`src/rtl/wbgpio_irq.sv`:
```
// Wishbone GPIO block with synchronised inputs, set/clear outputs and sticky edge interrupts.
// Optional per-pin input debounce is compiled in when WBGPIO_DEBOUNCE_EN is defined.
module wbgpio_irq #(
    parameter int              NIN        = 16,
    parameter int              NOUT       = 16,
    parameter logic [NOUT-1:0] DEFAULT    = '0,
    parameter int              LGDEBOUNCE = 4
) (
    input  logic            i_clk,
    input  logic            i_reset_n,
    input  logic            i_wb_cyc,
    input  logic            i_wb_stb,
    input  logic            i_wb_we,
    input  logic [2:0]      i_wb_addr,
    input  logic [31:0]     i_wb_data,
    output logic            o_wb_stall,
    output logic            o_wb_ack,
    output logic [31:0]     o_wb_data,
    input  logic [NIN-1:0]  i_gpio,
    output logic [NOUT-1:0] o_gpio,
    output logic            o_int
);

    // Bus handshake: a transfer happens on every cycle with cyc && stb; the slave
    // never stalls and acks each transfer exactly one cycle later, with read data.
    logic            w_stb;
    logic            w_wr;
    logic [NIN-1:0]  w_wdat_in;
    logic [NOUT-1:0] w_wdat_out;
    logic [NIN-1:0]  w_in;
    logic [NIN-1:0]  w_edge;
    logic [NIN-1:0]  w_clr;
    logic [31:0]     w_rdata;
    logic            w_unused;

    logic [NIN-1:0]  r_x;
    logic [NIN-1:0]  r_q;
    logic [NIN-1:0]  r_p;
    logic [NIN-1:0]  r_ipend;
    logic [NIN-1:0]  r_irise;
    logic [NIN-1:0]  r_ifall;
    logic [NOUT-1:0] r_gpio;
    logic            r_int;
    logic            r_ack;
    logic [31:0]     r_rdata;

    assign w_stb      = i_wb_cyc && i_wb_stb;
    assign w_wr       = w_stb && i_wb_we;
    assign w_wdat_in  = i_wb_data[NIN-1:0];
    assign w_wdat_out = i_wb_data[NOUT-1:0];
    assign w_unused   = &{1'b0, i_wb_data, LGDEBOUNCE[0]};

    always_ff @(posedge i_clk or negedge i_reset_n) begin
        if (!i_reset_n) begin
            r_x <= '0;
            r_q <= '0;
        end else begin
            r_x <= i_gpio;
            r_q <= r_x;
        end
    end

`ifdef WBGPIO_DEBOUNCE_EN
    // A pin's debounced level follows q only after 2^LGDEBOUNCE consecutive disagreeing cycles.
    logic [NIN-1:0]        r_db;
    logic [LGDEBOUNCE-1:0] r_cnt [NIN];

    always_ff @(posedge i_clk or negedge i_reset_n) begin
        if (!i_reset_n) begin
            r_db <= '0;
            for (int i = 0; i < NIN; i++) r_cnt[i] <= '0;
        end else begin
            for (int i = 0; i < NIN; i++) begin
                if (r_q[i] == r_db[i]) begin
                    r_cnt[i] <= '0;
                end else if (&r_cnt[i]) begin
                    r_db[i]  <= r_q[i];
                    r_cnt[i] <= '0;
                end else begin
                    r_cnt[i] <= r_cnt[i] + LGDEBOUNCE'(1);
                end
            end
        end
    end

    assign w_in = r_db;
`else
    assign w_in = r_q;
`endif

    assign w_edge = (w_in & ~r_p & r_irise) | (~w_in & r_p & r_ifall);
    assign w_clr  = (w_wr && (i_wb_addr == 3'd4)) ? w_wdat_in : '0;

    // New edges win over a simultaneous write-1-to-clear of the same bit.
    always_ff @(posedge i_clk or negedge i_reset_n) begin
        if (!i_reset_n) begin
            r_p     <= '0;
            r_ipend <= '0;
            r_int   <= 1'b0;
        end else begin
            r_p     <= w_in;
            r_ipend <= (r_ipend & ~w_clr) | w_edge;
            r_int   <= |r_ipend;
        end
    end

    always_ff @(posedge i_clk or negedge i_reset_n) begin
        if (!i_reset_n) begin
            r_gpio  <= DEFAULT;
            r_irise <= '0;
            r_ifall <= '0;
        end else if (w_wr) begin
            case (i_wb_addr)
                3'd1:    r_gpio  <= w_wdat_out;
                3'd2:    r_gpio  <= r_gpio | w_wdat_out;
                3'd3:    r_gpio  <= r_gpio & ~w_wdat_out;
                3'd5:    r_irise <= w_wdat_in;
                3'd6:    r_ifall <= w_wdat_in;
                default: ;
            endcase
        end
    end

    always_comb begin
        w_rdata = '0;
        case (i_wb_addr)
            3'd0:    w_rdata[NIN-1:0]  = w_in;
            3'd1:    w_rdata[NOUT-1:0] = r_gpio;
            3'd4:    w_rdata[NIN-1:0]  = r_ipend;
            3'd5:    w_rdata[NIN-1:0]  = r_irise;
            3'd6:    w_rdata[NIN-1:0]  = r_ifall;
            default: ;
        endcase
    end

    // Read data is captured from pre-write contents so a same-cycle write is not visible.
    always_ff @(posedge i_clk or negedge i_reset_n) begin
        if (!i_reset_n) begin
            r_ack   <= 1'b0;
            r_rdata <= '0;
        end else begin
            r_ack <= w_stb;
            if (w_stb) r_rdata <= w_rdata;
        end
    end

    assign o_wb_stall = 1'b0;
    assign o_wb_ack   = r_ack;
    assign o_wb_data  = r_rdata;
    assign o_gpio     = r_gpio;
    assign o_int      = r_int;

endmodule

```
`config.mk`:
```
export PLATFORM = sky130hd
export DESIGN_NAME = wbgpio_irq
export DESIGN_NICKNAME = d
export VERILOG_FILES = /design/src/rtl/wbgpio_irq.sv
export SDC_FILE = /design/constraint.sdc
export NUM_CORES = 1
export LEC_CHECK = 0
export ABC_AREA = 1
export ABC_CLOCK_PERIOD_IN_PS = 800
export CORE_ASPECT_RATIO = 1.4
export CORE_MARGIN = 2
export CORE_UTILIZATION = 35
export CTS_BUF_LIST = sky130_fd_sc_hd__clkbuf_4 sky130_fd_sc_hd__clkbuf_8
export CTS_CLUSTER_SIZE = 14
export DETAILED_ROUTE_END_ITERATION = 6
export SLEW_MARGIN = 25
export SYNTH_ARGS = -nofsm -noshare
export SYNTH_HDL_FRONTEND = slang
export SYNTH_SLANG_ARGS = --single-unit
```
`constraint.sdc`:
```
create_clock -name i_clk -period 0.8 [get_ports i_clk]
set_input_delay 0.08 -clock i_clk [delete_from_list [all_inputs] [get_ports i_clk]]
set_output_delay 0.08 -clock i_clk [all_outputs]
set_load 0.05 [all_outputs]
```
==> metrics, run 1 <==
Initial Utilization 35.5%; area delta synth->final 62.1%; Pwr per Cell Area roughly 2200 mW/mm²; Wirelength per Cell 16.6 µm; Final Cell Area 0.00955 mm²; Top Layer Used met4; metal2 WL 9.95 mm; crit path max fanout 2; post-layout minimum cycle time 1.23 ns; layout cells sized above 1 38.5%; sequential fraction of design power 37.9%; sequential area share after synthesis 55.2%; Total Wirelength approximately 19 mm; H-tree lvl count 4; routed wire length on met3 958 µm; Max-Cap Viols 0; Cells after Synth 700; Final Max Slew Viols 0; total I/O pin count 107; share of the clock period used by the worst path 154%; # setup viols final 86; nets 987; combinational share of power 31.9%; Die H 157 µm; Yosys top cell by area dfrtp_1; DRT antenna net count 0; initial antenna violation count 0; Int Power around 15000 µW; GRT Util Overall 21.9%; clock power share between 30% and 40%; leakage power 0.00449 µW; Core Box Area between 0.015 and 0.02 mm²; crit-path leading delay family flip-flops; Worst Slack Setup Final -0.431 ns; worst endpoint data arrival time 1.15 ns; vias in the first global route 5632; clock skew after layout 0.0119 ns; total gr overflow 0; CP Cell Sequence buf_6 -> buf_12; CP max stage delay 0.42 ns; Die Wd 114 µm; Synth top area share between 50% and 60%; diode count 0; vias post-DR around 5800; non-filler cells in the finished layout 1146; violated checks negative hold slack, negative setup slack; clk sinks 130; Fin. Hold Viols 3; CTS tree built; Worst Hold Slack -0.00190 ns; Unique masters post-synth 23; hpwl dp roughly 12 mm; Mean Syn Cell Area 8.41 µm²; dpl cell area 0.00810 mm²; worst path buffer plus inverter count 2; met1 wire length 7.63 mm; HP Class primary input to asynchronous set/reset pin; DR vias/cell 5.07; status complete, but fails checks; cts bufs inserted 17; Worst Setup Start Kind register; CTS Buffer Depth 2; r2r setup slk -0.41 ns; top cells by area, synth dfrtp_1 55%, nand2_1 12%, nand3_1 7.1%, o21ai_0 5.3%, inv_1 4.2%; die area 0.0179 mm²; first-pass GRT wire length 29.6 mm; flops & latches, synth 130; CTS clk-pin slew, worst paths 0.08 ns; crit end category output port; Clock Latency Late Sink 0.46 ns; FMAX 812 MHz; Placer Congestion 0.870; unrepaired setup endpoints after global routing yes; Util after Layout 57.5%; Placed Cells incl. Taps approximately 1100; hold_buf cts 1; DRC viols 0; most common cell after layout, fill and taps aside nand2_1; Switching Share 31.1%; CP max stage cell dfrtp_2; CP Data Required Time 0.72 ns; most frequent cells in the layout 176 x nand2_1, 111 x dfrtp_1, 95 x buf_4; Syn. warnings 0; maximum VDD drop 0.00126 V; Port Buffer Count 73; row count 56; largest net degree at the start of global routing 39; initial DRC count approximately 310; Setup CP Type register to output port; DR pass1 iterations 5; Post-Syn Area 0.00589 mm²; Post-Place Setup Slack -0.781 ns; total net switching power 6670 µW; Clk Tree Root Cell clkbuf_8
==> power by group through the flow <==
stage               Combinational [µW]  Clock (µW)  Sequential, µW
floorplan                         1640           0            9040
global placement                  5530           0            8200
detailed placement                5550           0            8220
CTS                               6390        6540            8060
global route                      7300        6840            8200
finish                            6830        6450            8120
==> worst reg2reg max path, delay by kind of cell (launching register included) <==
kind | cells | cell delay (ns)
flops | 1 | 0.41
buf+inv | 1 | 0.14
simple gates | 3 | 0.52
==> cell usage after synthesis <==
| library cell | number |
|---|---|
| clkbuf_1 | 4 |
| nor2_1 | 51 |
| inv_1 | 66 |
| nand4_1 | 33 |
| nor2_2 | 3 |
| nor2_4 | 2 |
| a21oi_1 | 1 |
| o21ai_0 | 62 |
| buf_4 | 22 |
| nand2_1 | 181 |
| nand2_2 | 2 |
| o21ai_1 | 11 |
| buf_1 | 3 |
| nor3_1 | 1 |
| nor4_1 | 2 |
| nor3_4 | 1 |
| dfrtp_1 | 130 |
| conb_1 | 1 |
| buf_2 | 20 |
| inv_2 | 4 |
| a22oi_1 | 16 |
| nand3_1 | 83 |
| nor3b_1 | 1 |
==> final timing paths <==
check	from	depth (start not counted)	to
max reg2reg	r_ipend[6]	4	o_int
max	o_gpio[15]	2	o_gpio[15]
max in group asynchronous	i_reset_n	3	o_gpio[2]
min in group i_clk	i_gpio[7]	1	r_x[7]
min	i_reset_n	2	r_ifall[3]
min reg2reg	r_x[6]	0	r_q[6]
==> logic make-up after synthesis <==
| logic type | Yosys count | share of synthesized area (%) |
|---|---|---|
| AND/OR/NAND/NOR | 360 | 27.0 |
| flip-flops | 130 | 55.2 |
| other | 1 | 0.0637 |
| AO/OA/AOI/OAI | 90 | 8.33 |
| buffers and inverters | 119 | 9.41 |
==> sequential cells by signal, indices dropped and copies added (netlist names) <==
name / count
o_wb_data: 16
r_q: 16
o_gpio: 16
o_int: 1
r_p: 16
r_ipend: 16
r_irise: 16
r_x: 16
r_ifall: 16
o_wb_ack: 1
==> area by class of cell <==
type	instances	area [µm²]
clock buffer	21	270
clock inverter	10	183
fill	1425	7060
inverter	70	278
multi-input combinational	467	2440
sequential	130	3280
tap	203	254
timing repair buffer	245	2840
==> through the flow <==
step,setup TNS [ns],power (µW)
after floorplan,-6.12,10700
final,-19.88,21400
after global routing,-24.20,22300
after global placement,-59.15,13700
after detailed placement,-59.98,13800
after CTS,-19.44,21000
==> routing by layer <==
metal	global-route usage (%)	up-vias
li1	-	2731
met1	26.0	2803
met2	37.8	234
met3	4.54	42
met4	10.5	0
met5	0	-
==> timing repair <==
action | CTS | global route
hold endpoints to repair | 130 | 6
resized for setup | 100 | 79
gates cloned | 3 | 4
endpoints found under the setup margin | 116 | 101
buffers inserted | 36 | 26
pin swaps | 54 | 76
Note: power is estimated with default switching activity, not from simulation.
==> run 2, diff against run 1 <==
MAX_ROUTING_LAYER = met4   (was default)
==> run 2 against run 1 <==
  * Register-to-register slack is essentially flat
  * Die area is the same
  * Via count shrank 1.2%
  * Combinational power shrank 1%
  * Critical path depth is the same
  * Clock-buffer cell count is the same
  * Final cell count shrank 0.35%
  * Worst setup slack lost 0.0097 ns
  * Design area shrank 0.66%
  * Sequential share of layout area grew 0.23 points
  * The flow still finishes with violations (negative hold slack, negative setup slack)
  * Flip-flop and latch count is the same
  * Non-clock buffer count shrank 4
==> metrics, run 2 (same netlist as run 1, synthesis figures left out) <==
Max-Cap Viols 0 (unchanged); setup_tns -19.74 ns (+0.140 ns); crit end category output port; nets 983 (-0.41%); total I/O pin count 107 (unchanged); Core Box Area 0.0166 mm² (unchanged); DR vias/cell 5.03 (-0.81%); vias post-DR 5743 (-1.2%); unrepaired setup endpoints after global routing yes; Util after Layout 57.1% (-0.38 points); post-layout minimum cycle time 1.24 ns (+0.00967 ns); Final Cell Area 0.00948 mm² (-0.66%); vias in the first global route 5626 (-0.11%); hold_buf cts 1 (unchanged); violated checks negative hold slack, negative setup slack; initial DRC count 319 (+1.6%); hpwl dp 11.9 mm (unchanged); Die Wd 114 µm (unchanged); HP Class primary input to asynchronous set/reset pin; Port Buffer Count 73 (unchanged); status complete, but fails checks; leakage power 0.00446 µW (-0.69%); die area 0.0179 mm² (unchanged); clk sinks 130 (unchanged); CTS Buffer Depth 2 (unchanged); total gr overflow 0 (unchanged); DRT antenna net count 0 (unchanged); crit path max fanout 2 (unchanged); area delta synth->final 61.0%; Total Wirelength 19.1 mm (-0.12%); row count 56 (unchanged); CP Data Required Time 0.72 ns (about the same); cts bufs inserted 17 (unchanged); FMAX 806 MHz (-0.78%); Worst Setup Start Kind register; most common cell after layout, fill and taps aside nand2_1; Initial Utilization 35.5% (unchanged); dpl cell area 0.00810 mm² (unchanged); # setup viols final 83 (-3.5%); Pwr per Cell Area 2250 mW/mm² (+0.37%); clock skew after layout 0.0125 ns (+0.000558 ns); DR pass1 iterations 5 (unchanged); CTS clk-pin slew, worst paths 0.07 ns (about the same); largest net degree at the start of global routing 39 (unchanged); H-tree lvl count 4 (unchanged); Final Max Slew Viols 0 (unchanged); GRT Util Overall 22.5% (+0.56 points); Worst Hold Slack -0.0133 ns (-0.0114 ns); CTS tree built; first-pass GRT wire length 29.6 mm (unchanged); DRC viols 0 (unchanged); diode count 0 (unchanged); Clk Tree Root Cell clkbuf_8; Fin. Hold Viols 6 (+3); layout cells sized above 1 38.0% (-0.47 points); Worst Slack Setup Final -0.441 ns (-0.00967 ns); Wirelength per Cell 16.7 µm (+0.23%); Die H 157 µm (unchanged); Setup CP Type register to output port; R2R cell count 4 (unchanged); most frequent cells in the layout 175 x nand2_1, 111 x dfrtp_1, 94 x buf_4; worst endpoint data arrival time 1.16 ns (about the same); Clock Latency Late Sink 0.47 ns (about the same); share of the clock period used by the worst path 155% (+1.2 points); initial antenna violation count 0 (unchanged); maximum VDD drop 0.00125 V (-0.66%); Placer Congestion 0.884 (+1.6%)
[run 2: repair_timing]
item                       in CTS  in global routing
setup endpoints to repair     116                104
pin swaps                      54                 75
cloned                          3                  4
resized for setup             100                 77
setup buffers                  36                 25
hold endpoints to repair      130                  6
[run 2: area by class of cell]
type / instances / area [µm²]
flip-flops and latches: 130 / 3280
clock buffers: 21 / 270
well taps: 203 / 254
inverters: 70 / 278
multi-input cells: 467 / 2440
clock inverters: 10 / 183
fillers: 1438 / 7120
repair buffers: 241 / 2780
[run 2: power breakdown]
part / switching, µW / internal, µW
sequential: 693 / 7430
clock: 2620 / 3860
combinational: 3360 / 3390
[run 2: worst max-delay path, cell delays in order, from the launching register on]
cell and delay (ns):
dfrtp_2 0.42, buf_6 0.13, buf_12 0.14
[run 2: path summary, 6_finish.rpt]
| kind | start | slack [ns] | end |
|---|---|---|---|
| worst min register to register | r_x[6] | 0.35 | r_q[6] |
| max in group asynchronous | i_reset_n | 0.28 | o_gpio[2] |
| worst min-delay path | i_reset_n | -0.01 | r_p[3] |
| worst max register to register | r_ipend[6] | -0.41 | o_int |
| worst max-delay path | o_gpio[15] | -0.44 | o_gpio[15] |
| min in group i_clk | i_gpio[7] | 0.04 | r_x[7] |
[run 2: routing by layer]
metal | vias up | global-route usage [%] | share of wire (%)
li1 | 2724 | - | -
met1 | 2751 | 25.9 | 39
met2 | 219 | 37.8 | 52
met4 | 0 | 10.5 | 2.9
met5 | - | - | 0
met3 | 49 | 4.35 | 5.6
[run 2: stage by stage]
stage	cells	setup slack [ns]	total power, µW
6_report	1142	-0.441	21300
2_1_floorplan	716	-0.156	10700
4_1_cts	1129	-0.449	21000
5_1_grt	1142	-0.479	22300
3_5_place_dp	1058	-0.781	13800
3_3_place_gp	1058	-0.770	13700
==> run 3, diff against run 2 <==
ABC_CLOCK_PERIOD_IN_PS = 1200   (was 800)
CTS_CLUSTER_SIZE = default   (was 14)
clock period = 1.2 ns   (was 0.8 ns; I/O delays follow)
==> run 3 against run 2 <==
  * The run ends with negative setup slack left
  * Flip-flop and latch count is the same
  * Hold slack gained 0.099 ns
  * Sequential share of layout area grew 5.5 points
  * Critical path depth is the same
  * Clock power shrank 33%
  * Critical path type is now register to register
  * Highest routed layer unchanged
==> metrics, run 3 (same netlist as run 1, synthesis figures left out) <==
Wirelength per Cell 15.5 µm (-7.1%); Pwr per Cell Area 1610 mW/mm² (-29%); Worst R2R Start r_ipend[14]; DRC viols 0 (unchanged); FMAX just over 800 MHz; Clock Latency Late Sink 0.46 ns (about the same); CP Data Required Time 1.52 ns (+0.80 ns); Crit Reg-Reg Endpoint o_int; Placer Congestion 0.871 (-1.5%); leakage power 0.00388 µW (-13%); Placed Cells incl. Taps 997 (-5.8%); Initial Utilization 35.5% (unchanged); H-tree lvl count 4 (unchanged); Worst Setup Start Kind register; CP max stage cell nor4_1; initial DRC count 342 (+7.2%); unrepaired setup endpoints after global routing yes; multi-input logic area 0.00217 mm² (-11%); total gr overflow 0 (unchanged); area delta synth->final 38.9%; DR pass1 iterations 5 (unchanged); CTS tree built; Final Cell Area 0.00818 mm² (-14%); clk sinks 130 (unchanged); CP Cell Sequence nor4_1 -> nand3_4; Sequential cell area 0.00328 mm² (unchanged); Worst Slack Setup Final -0.00461 ns (+0.436 ns); Worst-Margin Slew 0.550 ns; dpl cell area 0.00750 mm² (-7.5%); CTS Buffer Depth 2 (unchanged); stages on the worst setup path 2 (unchanged); die area 0.0179 mm² (unchanged); first-pass GRT wire length 26.6 mm (-10%); Final Max Slew Viols 0 (unchanged); CP max stage delay 0.54 ns (+0.12 ns); Die Wd 114 µm (unchanged); initial antenna violation count 0 (unchanged); fillers 1545 (+7.4%); CTS clk-pin slew, worst paths 0.07 ns (about the same); crit-path leading delay family simple AND/OR/NAND/NOR gates; HP Class primary input to asynchronous set/reset pin; # setup viols final 1 (-99%); row count 56 (unchanged); crit end category register; Core Box Area 0.0166 mm² (unchanged); post-layout minimum cycle time 1.20 ns; R2R cell count 2 (-2); worst endpoint data arrival time 1.53 ns (+0.37 ns); vias post-DR 5216 (-9.2%); Total Wirelength 16.3 mm (-15%); layout cells sized above 1 21.0% (-17 points); violated checks negative setup slack; nets 891 (-9.4%); Max-Cap Viols 0 (unchanged); Port Buffer Count 73 (unchanged); Util after Layout 49.3% (-7.9 points); non-filler cells in the finished layout 1051 (-8.0%); maximum VDD drop 0.000682 V (-45%); r2r setup slk -0.005 ns (+0.41 ns); most common cell after layout, fill and taps aside nand2_1; share of the clock period used by the worst path 100%; Max-slew headroom 63.0%; Setup CP Type register to register; hpwl dp 11.5 mm (-3.7%); cts bufs inserted 17 (unchanged); Fin. Hold Viols 0 (-6); vias in the first global route 5137 (-8.7%); clock skew after layout 0.0144 ns (+0.00191 ns); DRT antenna net count 0 (unchanged); largest net degree at the start of global routing 36 (-7.7%); total I/O pin count 107 (unchanged); crit path max fanout 3 (+1); Design Power 13100 µW (-39%); Die H 157 µm (unchanged); GRT Util Overall 20.2% (-2.2 points); most frequent cells in the layout 181 x nand2_1, 111 x dfrtp_1, 82 x nand3_1; diode count 0 (unchanged); status complete, but fails checks; Clk Tree Root Cell clkbuf_8; DR vias/cell 4.96 (-1.3%); worst path buffer plus inverter count 0 (-2)
-- run 3: cell count changes in the layout (fill, tap and decap cells not counted), moves of 8 or more --
cell,previous run,this run
buf_6,55,2
inv_1,38,66
nand3_1,73,82
nand3_2,9,0
o21ai_2,26,0
o21ai_1,39,12
nor2_1,42,50
inv_2,29,4
o21ai_0,8,61
buf_4,94,65
-- run 3: worst max-delay path by stage --
stage / endpoint / from / slack [ns]
finish: o_int / r_ipend[14] / -0.005
global route: o_int / r_ipend[4] / -0.05
CTS: o_wb_data[5] / o_wb_data[5] / -0.03
detailed placement: r_ipend[2] / i_wb_stb / -0.41
global placement: r_ifall[12] / i_wb_addr[1] / -0.39
floorplan: o_gpio[8] / i_wb_addr[2] / 0.07
-- run 3: repair_timing --
item / CTS / global route
setup endpoints to repair: 26 / 61
buffers inserted: 18 / 3
endpoints found under the hold margin: 130 / 0
resized for setup: 17 / 10
gates cloned: 0 / 0
hold buffers: 1 / 0
pin swaps: 0 / 1
-- run 3: worst reg2reg max path, stage by stage, from the launching register on --
cell and delay (ns):
dfrtp_1 0.42, nor4_1 0.54, nand3_4 0.12
-- run 3: cell type report --
class,count,area share [%]
clock buffers,22,3.40
clock inverters,10,2.22
well taps,203,3.11
repair buffers,149,21.5
flip-flops and latches,130,40.1
inverters,70,3.21
multi-input cells,467,26.5
-- run 3: stage by stage --
stage	setup slack [ns]	setup TNS (ns)	hold slack, ns
after floorplan	0.0697	0	-0.176
after global routing	-0.0471	-0.290	0.0685
final	-0.00461	-0.00461	0.0855
after global placement	-0.395	-29.09	0.0147
after detailed placement	-0.414	-29.57	0.0152
after CTS	-0.0259	-0.161	0.0622
-- run 3: where the power goes --
| group | internal (µW) | switching [µW] | leakage [µW] |
|---|---|---|---|
| clock | 2610 | 1740 | 0.000234 |
| combinational | 1510 | 1870 | 0.00218 |
| sequential | 4950 | 445 | 0.00147 |
-- run 3: layer usage --
metal	GRT usage, %	up-vias	share of wire, %
li1	-	2533	-
met1	24.0	2465	42
met2	32.9	177	49
met3	3.97	41	5.1
met4	10.1	0	3.7
met5	-	-	0
